$ cat src/rtl/uart_rx.sv
// -----------------------------------------------------------------------------
// uart_rx -- 8N1 UART receiver, LSB first.
//
// Recovers bytes from an idle-high serial line. Each well-framed byte is shown
// on data and announced by a one-cycle valid strobe. A stop bit sampled low
// gives a one-cycle frame_err strobe and leaves data unchanged. After a framing
// error the receiver waits for the line to return high before it looks for
// another start bit. This stops a line held low from producing repeated errors
// or bytes.
//
// Parameters
//   CLK_FREQ  system clock frequency in Hz
//   BAUD      line rate in bit/s
//   Derived:  CLKS_PER_BIT = CLK_FREQ/BAUD, HALF_BIT = CLKS_PER_BIT/2
//
// Ports
//   clk          in   1  system clock, rising edge
//   rst          in   1  asynchronous, active-high reset
//   rx_i         in   1  serial line, idle high, asynchronous to clk
//   data_o       out  8  last correctly framed byte, held until the next good byte
//   valid_o      out  1  one-cycle strobe: data_o updated this cycle
//   frame_err_o  out  1  one-cycle strobe: stop bit sampled low
//   busy_o       out  1  high whenever the receiver FSM is not idle
//   state_dbg    out  3  current FSM state encoding (state_t), for observation
//
// Handshake: valid_o/frame_err_o are fire-and-forget strobes with no ready.
// A consumer that misses valid_o loses that byte. data_o stays stable until
// the next good frame arrives.
// -----------------------------------------------------------------------------
module uart_rx #(
  parameter int CLK_FREQ = 125_000_000,
  parameter int BAUD     = 115_200
) (
  input  logic       clk,
  input  logic       rst,
  input  logic       rx_i,
  output logic [7:0] data_o,
  output logic       valid_o,
  output logic       frame_err_o,
  output logic       busy_o,
  output logic [2:0] state_dbg
);

  localparam int CLKS_PER_BIT = CLK_FREQ / BAUD;
  localparam int HALF_BIT     = CLKS_PER_BIT / 2;
  localparam int CNT_W        = (CLKS_PER_BIT > 2) ? $clog2(CLKS_PER_BIT) : 2;

  localparam logic [CNT_W-1:0] CNT_LAST = CNT_W'(CLKS_PER_BIT - 1);
  localparam logic [CNT_W-1:0] CNT_HALF = CNT_W'(HALF_BIT - 1);
  localparam logic [CNT_W-1:0] CNT_ONE  = CNT_W'(1);

  // A bit period this short leaves no room for mid-bit sampling.
  generate
    if (CLKS_PER_BIT < 4) begin : g_bad_params
      $error("uart_rx: CLKS_PER_BIT (%0d) must be at least 4", CLKS_PER_BIT);
    end
  endgenerate

  typedef enum logic [2:0] {
    S_IDLE  = 3'd0,
    S_START = 3'd1,
    S_DATA  = 3'd2,
    S_STOP  = 3'd3,
    S_BREAK = 3'd4
  } state_t;

  // ---------------------------------------------------------------------------
  // Input synchronizer. Both flops reset to the idle-high level, so leaving
  // reset never looks like a start bit.
  // ---------------------------------------------------------------------------
  logic rx_m;
  logic rx_s;

  always_ff @(posedge clk or posedge rst) begin
    if (rst) begin
      rx_m <= 1'b1;
      rx_s <= 1'b1;
    end else begin
      rx_m <= rx_i;
      rx_s <= rx_m;
    end
  end

  // ---------------------------------------------------------------------------
  // FSM state and datapath registers
  // ---------------------------------------------------------------------------
  state_t           state,   state_n;
  logic [CNT_W-1:0] cnt,     cnt_n;
  logic [2:0]       bit_idx, bit_idx_n;
  logic [7:0]       shreg,   shreg_n;

  // The stop-bit outcome is registered first. The visible strobes follow one
  // cycle later, so valid_o appears one cycle after the stop sample.
  logic ok_q,  ok_n;
  logic err_q, err_n;

  always_ff @(posedge clk or posedge rst) begin
    if (rst) begin
      state   <= S_IDLE;
      cnt     <= '0;
      bit_idx <= '0;
      shreg   <= '0;
      ok_q    <= 1'b0;
      err_q   <= 1'b0;
    end else begin
      state   <= state_n;
      cnt     <= cnt_n;
      bit_idx <= bit_idx_n;
      shreg   <= shreg_n;
      ok_q    <= ok_n;
      err_q   <= err_n;
    end
  end

  // Sample points: HALF_BIT cycles after entering START (mid start bit), then
  // every CLKS_PER_BIT cycles (mid data and stop bits).
  always_comb begin
    state_n   = state;
    cnt_n     = cnt + CNT_ONE;
    bit_idx_n = bit_idx;
    shreg_n   = shreg;
    ok_n      = 1'b0;
    err_n     = 1'b0;

    case (state)
      S_IDLE: begin
        cnt_n = '0;
        if (!rx_s) begin
          state_n = S_START;
        end
      end

      S_START: begin
        if (cnt == CNT_HALF) begin
          cnt_n = '0;
          if (!rx_s) begin
            state_n   = S_DATA;
            bit_idx_n = '0;
          end else begin
            // The line went high again before mid start bit. Treat it as a
            // glitch: return to IDLE with no strobe.
            state_n = S_IDLE;
          end
        end
      end

      S_DATA: begin
        if (cnt == CNT_LAST) begin
          cnt_n   = '0;
          // Shift right with the new bit entering at the MSB. After eight
          // bits the first (LSB) bit has reached bit 0.
          shreg_n = {rx_s, shreg[7:1]};
          if (bit_idx == 3'd7) begin
            state_n = S_STOP;
          end else begin
            bit_idx_n = bit_idx + 3'd1;
          end
        end
      end

      S_STOP: begin
        if (cnt == CNT_LAST) begin
          cnt_n = '0;
          if (rx_s) begin
            // Leaving at mid stop bit allows a start bit to follow at once.
            ok_n    = 1'b1;
            state_n = S_IDLE;
          end else begin
            err_n   = 1'b1;
            state_n = S_BREAK;
          end
        end
      end

      S_BREAK: begin
        cnt_n = '0;
        if (rx_s) begin
          state_n = S_IDLE;
        end
      end

      default: begin
        state_n = S_IDLE;
        cnt_n   = '0;
      end
    endcase
  end

  // ---------------------------------------------------------------------------
  // Output registers. shreg cannot change in the cycle after ok_q is set,
  // because the FSM is then in IDLE.
  // ---------------------------------------------------------------------------
  always_ff @(posedge clk or posedge rst) begin
    if (rst) begin
      data_o      <= 8'h00;
      valid_o     <= 1'b0;
      frame_err_o <= 1'b0;
    end else begin
      valid_o     <= ok_q;
      frame_err_o <= err_q;
      if (ok_q) begin
        data_o <= shreg;
      end
    end
  end

  assign busy_o    = (state != S_IDLE);
  assign state_dbg = state;

endmodule
$ cat config.mk
export PLATFORM = sky130hd
export DESIGN_NAME = uart_rx
export DESIGN_NICKNAME = d
export VERILOG_FILES = /design/src/rtl/uart_rx.sv
export SDC_FILE = /design/constraint.sdc
export NUM_CORES = 1
export LEC_CHECK = 0
export ABC_AREA = 1
export BUFFER_PORTS_ARGS = -buffer_cell sky130_fd_sc_hd__buf_4
export CAP_MARGIN = 40
export CORE_AREA = 3 3 77 79
export DETAILED_ROUTE_END_ITERATION = 7
export DIE_AREA = 0 0 80 82
export GPL_ROUTABILITY_DRIVEN = 0
export MAX_ROUTING_LAYER = met4
export SKIP_CTS_REPAIR_TIMING = 1
export SYNTH_ARGS = -nofsm -noshare
export SYNTH_HDL_FRONTEND = slang
export SYNTH_SLANG_ARGS = --single-unit
$ cat constraint.sdc
create_clock -name clk -period 1.9 [get_ports clk]
set_clock_uncertainty 0.1 [all_clocks]
set_input_delay 0 -clock clk [delete_from_list [all_inputs] [get_ports clk]]
set_output_delay 0 -clock clk [all_outputs]
set_load 0.01 [all_outputs]
==> results.yml <==
route:
  viasPerCell: 4.408
  detail-route-antenna-nets: 0
  num_vias: 1371
  wirelength_mm: 3.409
  drcViolationCount: 0
  drtIter0Drc: 76
  avgRoutedWirePerCell_um: 10.96
  drt_first_pass_iters: 4
power_and_ir_drop:
  peakVddDrop_uv: 319.2
  seqPwrFrac_pct: 53.4
  p_leak_nw: 1.131
  internal-power_mw: 1.236
  p_switching_mw: 0.3269
  pwr-share-comb_pct: 1.7
  p_per_area_nw_per_um2: 705.9
  clkPwrFrac_pct: 44.8
  swShare_pct: 20.91
critical_path:
  worstPathRequired_ns: 1.98
  end_kind: "flip-flop"
  critPathMaxFanout: 11
  rrSetupSlack_ns: 0.15
  path_class: "reg -> reg"
  crit_path_cell_trace: "inv_1 > ha_1 > nand2_1 > nor2_2 > nand3_4 > nand2_4 > nand2_1 > inv_1 > buf_12 > nor2_1"
  cpPeakStageDelay_ns: 0.44
  critPathSlowestCell: "dfrtp_1"
  cp-start-kind: "flip-flop"
  cp_data_arrival_time_ns: 1.83
grt:
  grt_first_pass_wirelength_mm: 6.044
  overflow: 0
  antenna_found_initial: 0
  grt_pass1_vias: 1408
  track_usage_pct: 12.07
  grt_max_degree: 40
floorplan:
  num_rows: 27
  design.die.area_um2: 6560
  die_height_um: 82
  num_io_pins: 17
  start_util_pct: 34.44
  coreArea_um2: 5405
  dieWidth_um: 80
cells_and_area:
  drive_above_1_share_pct: 16.74
  utilization_pct: 40.97
  layout_commonest_cell: "nor2_1"
  num_antenna_cells: 0
  num-fill-cells: 543
  fin_nets: 246
  areaGrowthSynthToFinish_pct: 18.95
  layout_common_cells: "nor2_1, nand2_1, dfrtp_1"
place:
  pre_cts_ws_ns: 0.1098
  dp_hpwl_mm: 2.427
  numPortBuffers: 16
timing:
  layout_setup_ws_ns: 0.1536
  finalCritPeriodShare_pct: 91.92
  max_freq_mhz: 572.6
  slew_headroom_pct: 67.11
  tightest_slew_ns: 0.4933
  tns_ns: 0
  period_needed_ns: 1.746
  rsz0062_at_grt: "false"
  hold_viol: 0
  drv_slew: 0
  finalSetupViolCount: 0
synth:
  synth-async-reset-ratio_pct: 100.0
  synthesis.nets: 221
  synth-main-ff-cell: "dfrtp_1"
  ys_ff_latch: 39
  ys_warn_count: 0
  ys_seq_area_share_pct: 52.55
  syn_area_per_cell_um2: 8.741
  netlist_area_um2: 1862
  synth_edf_count: 0
  synth_cell_types: 25
  syn_inst: 213
cts:
  clk_latency_ns: 0.29
  cts_tree: "done"
  clock-root-buffer: "clkbuf_8"
  cts_buffers: 5
  htreeDepth: 2
  clk_path_buf_depth: 2
  clkTransAtPathRegs_ns: 0.08
  cts.sink_count: 39
job:
  maxCapViolCount: 0
status:
  outcome: "complete, no violations"
min_path:
  hp-class: "reg -> reg"
## kinds of logic (layout without fill, tap and decap cells)
kind of cell	after synthesis	after routing	synth area share (%)
AOI/OAI and AO/OA	18	18	5.040
xor gates and xnor gates	6	6	2.823
adders and majority gates	5	5	3.360
buffers and inverters	34	60	7.862
DFF	39	39	52.55
muxes	2	2	1.210
and+or+nand+nor	109	109	27.15
## power by group through the flow
| stage | clock network [mW] | logic (mW) | registers, mW |
|---|---|---|---|
| floorplan | 0 | 0.0150 | 0.851 |
| global placement | 0 | 0.0255 | 0.852 |
| detailed placement | 0 | 0.0256 | 0.852 |
| CTS | 0.720 | 0.0257 | 0.836 |
| global route | 0.756 | 0.0327 | 0.836 |
| finish | 0.701 | 0.0271 | 0.835 |
## through the flow
| stage | std cells | cell area (um^2) | power [mW] | hold slack, ns |
|---|---|---|---|---|
| final | 311 | 2215 | 1.563 | 0.2596 |
| after global routing | 311 | 2215 | 1.625 | 0.2691 |
| after CTS | 309 | 2192 | 1.582 | -0.2967 |
| after detailed placement | 301 | 2077 | 0.8777 | 0.009805 |
| after global placement | 301 | 2077 | 0.8774 | 0.008367 |
| after floorplan | 213 | 1862 | 0.8661 | -0.09552 |
## worst max-delay path, delay by kind of cell, from the launching register on
family	cells	cell delay (ns)
flops	1	0.44
simple gates	6	0.61
buf+inv	3	0.32
fa+ha+maj	1	0.16
## synthesized netlist by cell type (2+ instances only)
cell	n	share of area [%]
nand3_1	10	2.7
inv_1	31	6.2
mux2_2	2	1.2
nand2_2	2	0.67
nor2_1	41	8.3
dfrtp_1	37	50
nand4_1	8	2.7
nor3_1	3	0.81
dfstp_2	2	2.8
o21ai_0	5	1.3
xor2_1	5	2.4
nand3b_1	2	0.81
ha_1	5	3.4
nand2_1	38	7.7
a21oi_1	12	3.2
## flip-flops by register name, indices dropped and copies added, names as in the netlist
name and count:
rx_s 1, frame_err_o 1, valid_o 1, data_o 8, bit_idx 3, err_q 1
state_dbg 3, ok_q 1, cnt 11, shreg 8, rx_m 1
## final timing paths
kind,startpoint,endpoint,cells past startpoint
max in group asynchronous,rst,rx_m,4
worst max register to register,cnt[0],cnt[4],10
worst max-delay path,cnt[0],cnt[4],10
worst min-delay path,rx_m,rx_s,0
worst min register to register,rx_m,rx_s,0
min in group asynchronous,rst,data_o[5],4
## area by class of cell
class / instances / area, um^2 / share of cell area [%]
clock inverter: 3 / 46.29 / 2.090
tap: 72 / 90.09 / 4.068
sequential: 39 / 978.4 / 44.18
multi-input combinational: 140 / 739.5 / 33.39
clock buffer: 5 / 68.82 / 3.107
inverter: 31 / 116.4 / 5.254
timing repair buffer: 21 / 175.2 / 7.910
## metal layers
layer  track usage, %  part of all wire [%]  vias to the layer above
met2            20.12                    48                       13
met4            4.054                  0.56                        0
met3            3.399                   3.3                        2
met1            14.06                    48                      639
li1                 -                     -                      717
met5                -                     0                        -
Note: power is estimated with default switching activity, not from simulation.
